===== src/rtl/fetch_unit.sv =====
// rtl/fetch_unit.sv - instruction fetch stage: PC, imem request, instruction queue to decode
// Optional misaligned-redirect trap is enabled by defining FETCH_MISALIGN_TRAP_EN.
module fetch_unit #(
  parameter logic [63:0] RESET_PC   = 64'h0,
  parameter int          FIFO_DEPTH = 4
) (
  input  logic        clk,
  input  logic        reset,
  output logic [63:0] imem_addr,
  input  logic [31:0] imem_instr,
  input  logic        redirect_valid,
  input  logic [63:0] redirect_pc,
  output logic        out_valid,
  input  logic        out_ready,
  output logic [31:0] out_instr,
  output logic [63:0] out_pc,
`ifdef FETCH_MISALIGN_TRAP_EN
  output logic        fetch_misaligned,
`endif
  output logic        halted
);

  localparam int PW = $clog2(FIFO_DEPTH);
  localparam int CW = PW + 1;
  localparam logic [CW:0] DEPTH_OCC = (CW+1)'(FIFO_DEPTH);

  logic [63:0]   pc_q, pc_d;
  logic [63:0]   pending_pc_q, pending_pc_d;
  logic          pending_q, pending_d;
  logic          halted_q, halted_d;
  logic [CW-1:0] count_q, count_d;
  logic [PW-1:0] rd_ptr_q, rd_ptr_d;
  logic [PW-1:0] wr_ptr_q, wr_ptr_d;

  logic [31:0]   instr_mem [FIFO_DEPTH];
  logic [63:0]   pc_mem    [FIFO_DEPTH];

  logic          deq, capture, halt_word, enq, issue;
  logic [CW:0]   occ;
  logic [63:0]   redirect_tgt;
  logic          redirect_bad;

`ifdef FETCH_MISALIGN_TRAP_EN
  logic          misaligned_q, misaligned_d;
  assign redirect_tgt     = redirect_pc;
  assign redirect_bad     = |redirect_pc[1:0];
  assign fetch_misaligned = misaligned_q;
`else
  assign redirect_tgt     = redirect_pc & ~64'h3;
  assign redirect_bad     = 1'b0;
`endif

  assign imem_addr = pc_q;
  assign halted    = halted_q;
  assign out_valid = (count_q != '0) && !redirect_valid;
  assign out_instr = (count_q != '0) ? instr_mem[rd_ptr_q] : 32'h0;
  assign out_pc    = (count_q != '0) ? pc_mem[rd_ptr_q]    : 64'h0;

  always_comb begin
    deq       = out_valid && out_ready;
    capture   = pending_q && !redirect_valid;
    halt_word = capture && (imem_instr == 32'h0);
    enq       = capture && !halt_word;
    occ       = {1'b0, count_q} + {{CW{1'b0}}, pending_q} + {{CW{1'b0}}, deq};
    // Capturing the halt word also blocks the issue in that same cycle so the PC stops right after it.
    issue     = !redirect_valid && !halted_q && !halt_word && (occ < DEPTH_OCC);
  end

  always_comb begin
    pc_d         = pc_q;
    pending_pc_d = pending_pc_q;
    pending_d    = 1'b0;
    halted_d     = halted_q;
    count_d      = count_q;
    rd_ptr_d     = rd_ptr_q;
    wr_ptr_d     = wr_ptr_q;
`ifdef FETCH_MISALIGN_TRAP_EN
    misaligned_d = misaligned_q;
`endif
    if (redirect_valid) begin
      pc_d     = redirect_tgt;
      count_d  = '0;
      rd_ptr_d = '0;
      wr_ptr_d = '0;
      halted_d = redirect_bad;
`ifdef FETCH_MISALIGN_TRAP_EN
      misaligned_d = redirect_bad;
`endif
    end else begin
      if (issue) begin
        pending_d    = 1'b1;
        pending_pc_d = pc_q;
        pc_d         = pc_q + 64'd4;
      end
      if (halt_word) halted_d = 1'b1;
      if (enq) wr_ptr_d = wr_ptr_q + PW'(1);
      if (deq) rd_ptr_d = rd_ptr_q + PW'(1);
      case ({enq, deq})
        2'b10:   count_d = count_q + CW'(1);
        2'b01:   count_d = count_q - CW'(1);
        default: count_d = count_q;
      endcase
    end
  end

  always_ff @(posedge clk) begin
    if (reset) begin
      pc_q         <= RESET_PC;
      pending_pc_q <= 64'h0;
      pending_q    <= 1'b0;
      halted_q     <= 1'b0;
      count_q      <= '0;
      rd_ptr_q     <= '0;
      wr_ptr_q     <= '0;
`ifdef FETCH_MISALIGN_TRAP_EN
      misaligned_q <= 1'b0;
`endif
    end else begin
      pc_q         <= pc_d;
      pending_pc_q <= pending_pc_d;
      pending_q    <= pending_d;
      halted_q     <= halted_d;
      count_q      <= count_d;
      rd_ptr_q     <= rd_ptr_d;
      wr_ptr_q     <= wr_ptr_d;
`ifdef FETCH_MISALIGN_TRAP_EN
      misaligned_q <= misaligned_d;
`endif
    end
  end

  // Queue storage needs no reset: the pointers and count define what is live.
  always_ff @(posedge clk) begin
    if (enq) begin
      instr_mem[wr_ptr_q] <= imem_instr;
      pc_mem[wr_ptr_q]    <= pending_pc_q;
    end
  end

endmodule


===== config.mk =====
export PLATFORM = sky130hd
export DESIGN_NAME = fetch_unit
export DESIGN_NICKNAME = d
export VERILOG_FILES = /design/src/rtl/fetch_unit.sv
export SDC_FILE = /design/constraint.sdc
export NUM_CORES = 1
export LEC_CHECK = 0
export CORE_ASPECT_RATIO = 0.6
export CORE_MARGIN = 4
export CORE_UTILIZATION = 50
export CTS_CLUSTER_SIZE = 10
export DETAILED_ROUTE_END_ITERATION = 6
export GPL_TIMING_DRIVEN = 1
export PLACE_DENSITY = 0.73
export SLEW_MARGIN = 10
export SYNTH_ARGS = -nofsm -noshare
export SYNTH_HDL_FRONTEND = slang
export SYNTH_SLANG_ARGS = --single-unit
export TNS_END_PERCENT = 30

===== constraint.sdc =====
create_clock -name clk -period 9.35 [get_ports clk]
set_input_delay 2.3375 -clock clk [delete_from_list [all_inputs] [get_ports clk]]
set_output_delay 2.3375 -clock clk [all_outputs]
set_load 0.005 [all_outputs]

==> After elaboration in Yosys (flattened, before gate mapping) <==
Memories as Yosys holds them, arrays and structs flattened. A register that Yosys moved wholly into a read port is not among the register bits.
Index checks and enable logic that the tools add are counted.
W data, S select, Z words.
{ "op_classes": {"n_lt_le_gt_ge": 1, "bitwise_logic": 1, "n_reduce_logical": 17, "n_mux": 12, "eq_ne": 2, "addsub": 7} }
{ "op_table": {"columns": ["cell", "count"], "rows": [
  ["$mux W64", 3],
  ["$add A64 B3 Y64 const B", 1],
  ["$logic_not A32 Y1", 1],
  ["$mux W32", 1],
  ["$logic_and A1 B1 Y1", 8],
  ["$mux W2", 4],
  ["$pmux W3 S2", 1],
  ["$add A2 B1 Y2 const B", 2],
  ["$add A3 B1 Y4", 1],
  ["$add A4 B1 Y4", 1],
  ["$lt A4 B3 Y1 const B", 1],
  ["$reduce_bool A2 Y1", 2],
  ["$add A3 B1 Y3 const B", 1],
  ["$logic_not A1 Y1", 3],
  ["$mux W1", 3],
  ["$reduce_bool A3 Y1", 1],
  ["$sub A3 B1 Y3 const B", 1],
  ["$eq A2 B1 Y1 const B", 1],
  ["$eq A2 B2 Y1 const B", 1],
  ["$reduce_and A2 Y1", 1],
  ["$reduce_or A2 Y1", 1],
  ["$not A1 Y1", 1]
]} }
{ "word_totals": {"n_memories": 2, "ram_bits": 384, "output_inout_bits": 162, "reg_bits": 137, "input_bits": 100, "elab_cells": 50} }
{ "mem_list": {"columns": ["name", "depth", "width", "rd", "rd_ports_with_merged_regs", "write_ports", "line_no", "source"], "rows": [
  ["pc_mem", 4, 64, 1, 1, 1, "36", "logic [63:0] pc_mem [FIFO_DEPTH];"],
  ["instr_mem", 4, 32, 1, 1, 1, "35", "logic [31:0] instr_mem [FIFO_DEPTH];"]
]} }

==> Longest topological paths before layout <==
{ "logic_depth": {"word_depth": 8, "ltp_mapped": 12, "mapped_depth_nobuf": 10} }

==> Worst setup path before layout <==
Ideal clock, no wire load.
{ "synth_path": {"kind": "input -> register", "start": "input redirect_valid", "end": "memory instr_mem[0][0], enable pin", "required_ns": 8.802, "stages": 6, "t_arrival_ns": 7.123, "slack_ns": 1.679, "setup_time_ns": 0.548, "cell_sequence": "clkbuf_1 inv_1 nand2_1 or2_2 clkbuf_1 nor2_1"} }
{ "synth_via": {"elab_chain_len": 7} }
{ "synth_rtl": {"columns": ["element", "line_no", "source"], "rows": [
  ["start, declared", "11", "input logic redirect_valid,"],
  ["$logic_not A1 Y1 (*)", "61", "capture = pending_q && !redirect_valid;"],
  ["$logic_and A1 B1 Y1 (*)", "61", null],
  ["$logic_and A1 B1 Y1", "62", "halt_word = capture && (imem_instr == 32'h0);"],
  ["$logic_not A1 Y1", "63", "enq = capture && !halt_word;"],
  ["$logic_and A1 B1 Y1 (*)", "63", null],
  ["$mux W1 (*)", "134", "if (enq) begin"],
  ["$mux W1 (implied by the code) (*)", "135", "instr_mem[wr_ptr_q] <= imem_instr;"],
  ["end, declared", "35", null]
]} }
Mark *: on every way between the ends. The rest lies on a longest branch, timed or not.

==> Final worst setup path <==
{ "layout_path": {"start": "input redirect_valid", "end": "output out_valid"} }
{ "layout_via": {"elab_chain_len": 2} }
{ "layout_rtl": {"columns": ["element", "line_no", "source"], "rows": [
  ["$logic_not A1 Y1", "55", "assign out_valid = (count_q != '0) && !redirect_valid;"],
  ["$logic_and A1 B1 Y1", "55", null],
  ["end, declared", "13", "output logic out_valid,"]
]} }
Every way passes these cells.

==> run metrics <==
run status completed; Via density 5.92; GRT overflow 0; slowest CP cell buf_4; ys async rst share 0%; CTS sink cnt 511; port buffer count 255; cell taking the most area after synthesis edfxtp_1; Fmax 0.164 GHz; WP depth 4; layout cells sized above 1 11.7%; Min Hold Slack 0.484 ns; power density cells 187 nW/um^2; Worst-path clk slew 0.06 ns; Slew Limit Fails 0; relative slew slack 18.0%; Cell Area, Synth 20900 um^2; Die H 166 um; final clock skew 0.0357 ns; crit path DAT 3.77 ns; worst hold path cell count 0; vias in the first global route 13400; busiest grt layer met2; CTS Buf Count 57; Primary FF master, synth edfxtp_1; aggregate negative setup slack 0 ns; post-route minimum period 6.11 ns; reg2reg path depth 12; Final Core Density 62.7%; DRC violation total after the first TritonRoute iteration 1542; met3 usage 4.88%; Clock Latency Late Sink 0.60 ns; met1 GRT Util 35.4%; Synth cell types 69; final instance area 25600 um^2; leakage 0.00818 uW; fillers 3045; vias 13700; worst min path class reg -> reg; Yosys top cell area share 54.0%; worst-path maximum fanout 82; Final ANT Viol Nets 0; # setup viols final 0; CP Launch Type primary input; top post-synthesis cells by area edfxtp_1 (54%), dfxtp_1 (13%), mux4_2 (10%); area of the multi-input gates 6480 um^2; total track usage 24.1%; Post-synth EDFFs 376; nets@finish 1816; row cnt 57; CP top delay family buffers and inverters; Crit Path Class in -> out; WL/cell 24.0 um; RSZ-0062 raised after global routing false; Ys Warns 0; Post-Place Cells 2209; Post-CTS Setup Bufs 0; post-route insts no fill 2320; initial antenna violation count 4; DP Area 24000 um^2; DIE WIDTH 272 um; Slowest Stage Delay on Critical Path 0.71 ns; Crit. End Element output pin; CTS tree built; Initial Utilization 51.1%; met2 Track Usage GR 37.1%; max-cap violations 0; crit-path cells buf_2 > buf_4 > nor2_1 > clkdlybuf4s50_1; largest net degree at the start of global routing 100; Detailed Route WL 55.6 mm; clock root buffer clkbuf_16; gpl congestion 0.850; Reg area 14000 um^2; first-pass GRT wire length 83.8 mm; Hold-fix buffers, CTS 0; Post-Syn Instances 1473; drt first pass iters 6; core area 40900 um^2; Tcrit/Tclk final 65.3%; Seq/Total Area, Yosys 67.0%; worst path bufs/invs 3; io pins 262; Avg Cell Area, Syn 14.2 um^2; post_cts resized 0; DP Wirelength 34.4 mm; full die area 45200 um^2; register bit total from synthesis 511; synth-to-layout area growth 22.7%; H-tree levels 2; # DRC 0; final hold violation count 0; most frequent cells in the layout edfxtp_1 (376), clkdlybuf4s50_1 (253), nand2_1 (205); deepest clock path buffer count 3; Req. time, crit path 7.01 ns; worst slew pin tran 1.23 ns; peak supply drop 0.130 mV; most common cell after layout, fill and taps aside edfxtp_1
## path summary, 6_finish.rpt
| check | from | to | slack, ns |
|---|---|---|---|
| max | redirect_valid | out_valid | 3.24 |
| max reg2reg | count_q[2] | imem_addr[19] | 4.22 |
| min reg2reg | pending_pc_q[30] | pc_mem[3][30] | 0.48 |
| min | pending_pc_q[30] | pc_mem[3][30] | 0.48 |
## where the power goes
group | switching [uW] | total (uW) | internal, uW
Sequential | 54.7 | 2520 | 2460
Clock | 849 | 2030 | 1180
Combinational | 119 | 240 | 121
## layout make-up
type                    instances  share of cell area, %
flip-flops and latches        511                   54.6
multi-input cells             852                   25.3
repair buffers                271                   10.6
clock buffers                 106                   6.45
well taps                     560                   2.73
inverters                      15                  0.220
clock inverters                 2                 0.0683
diodes                          3                 0.0293
## metrics by stage
stage	setup WS, ns	power (uW)
final	3.24	4790
after global routing	2.98	4950
after CTS	3.22	4820
after detailed placement	2.66	2800
after global placement	2.79	2800
after floorplan	1.68	2650
## Yosys cell counts (5+ instances only)
cell,instances
edfxtp_1,376
nand2_1,205
dfxtp_1,135
a21oi_1,124
nor2b_1,96
mux4_2,94
clkbuf_1,59
nor2_1,37
nand3_1,23
nand4_1,23
a31oi_1,20
nor4_1,18
o21ai_0,18
buf_1,17
nor3_1,17
and3_1,15
inv_1,15
and4_1,14
buf_2,11
o211ai_1,9
a311oi_1,8
o21a_1,8
or3_1,8
xor2_1,8
a211oi_1,7
a21o_1,7
ha_1,7
and2_1,6
or2_2,6
a22oi_1,5
nand4b_1,5
nor3b_1,5
## sequential cells by signal (all words and copies together) (netlist names), named ones only
| name | flops |
|---|---|
| wr_ptr_q | 2 |
| pc_mem | 248 |
| imem_addr | 62 |
| rd_ptr_q | 2 |
| pending_q | 1 |
| pending_pc_q | 62 |
| halted | 1 |
| count_q | 3 |
| instr_mem | 128 |
## per-layer routing
| metal | wire (um) | vias to the layer above | part of all wire, % |
|---|---|---|---|
| met2 | 26000 | 643 | 47 |
| met3 | 4660 | 99 | 8.4 |
| met1 | 23500 | 6905 | 42 |
| li1 | - | 6097 | - |
| met4 | 1390 | 0 | 2.5 |
| met5 | 0 | - | 0 |
## worst reg2reg max path, delay by kind of cell, from the launching register on
| family | cells | cell delay [ns] |
|---|---|---|
| adder cells (fa/ha/maj) | 1 | 0.30 |
| AND/OR/NAND/NOR | 5 | 1.64 |
| buffers and inverters | 2 | 1.67 |
| flip-flops | 1 | 0.36 |
| AO/OA/AOI/OAI | 4 | 1.10 |
## logic make-up after synthesis
| kind of cell | Yosys count | share of synthesized area (%) |
|---|---|---|
| muxes | 101 | 10.5 |
| xor gates and xnor gates | 12 | 0.503 |
| AOI/OAI and AO/OA | 230 | 6.74 |
| buffers and inverters | 113 | 2.41 |
| other | 1 | 0.0179 |
| DFF | 511 | 67.0 |
| and+or+nand+nor | 497 | 12.4 |
| adders and majority gates | 8 | 0.515 |
Power figures use the tool's default switching activity.
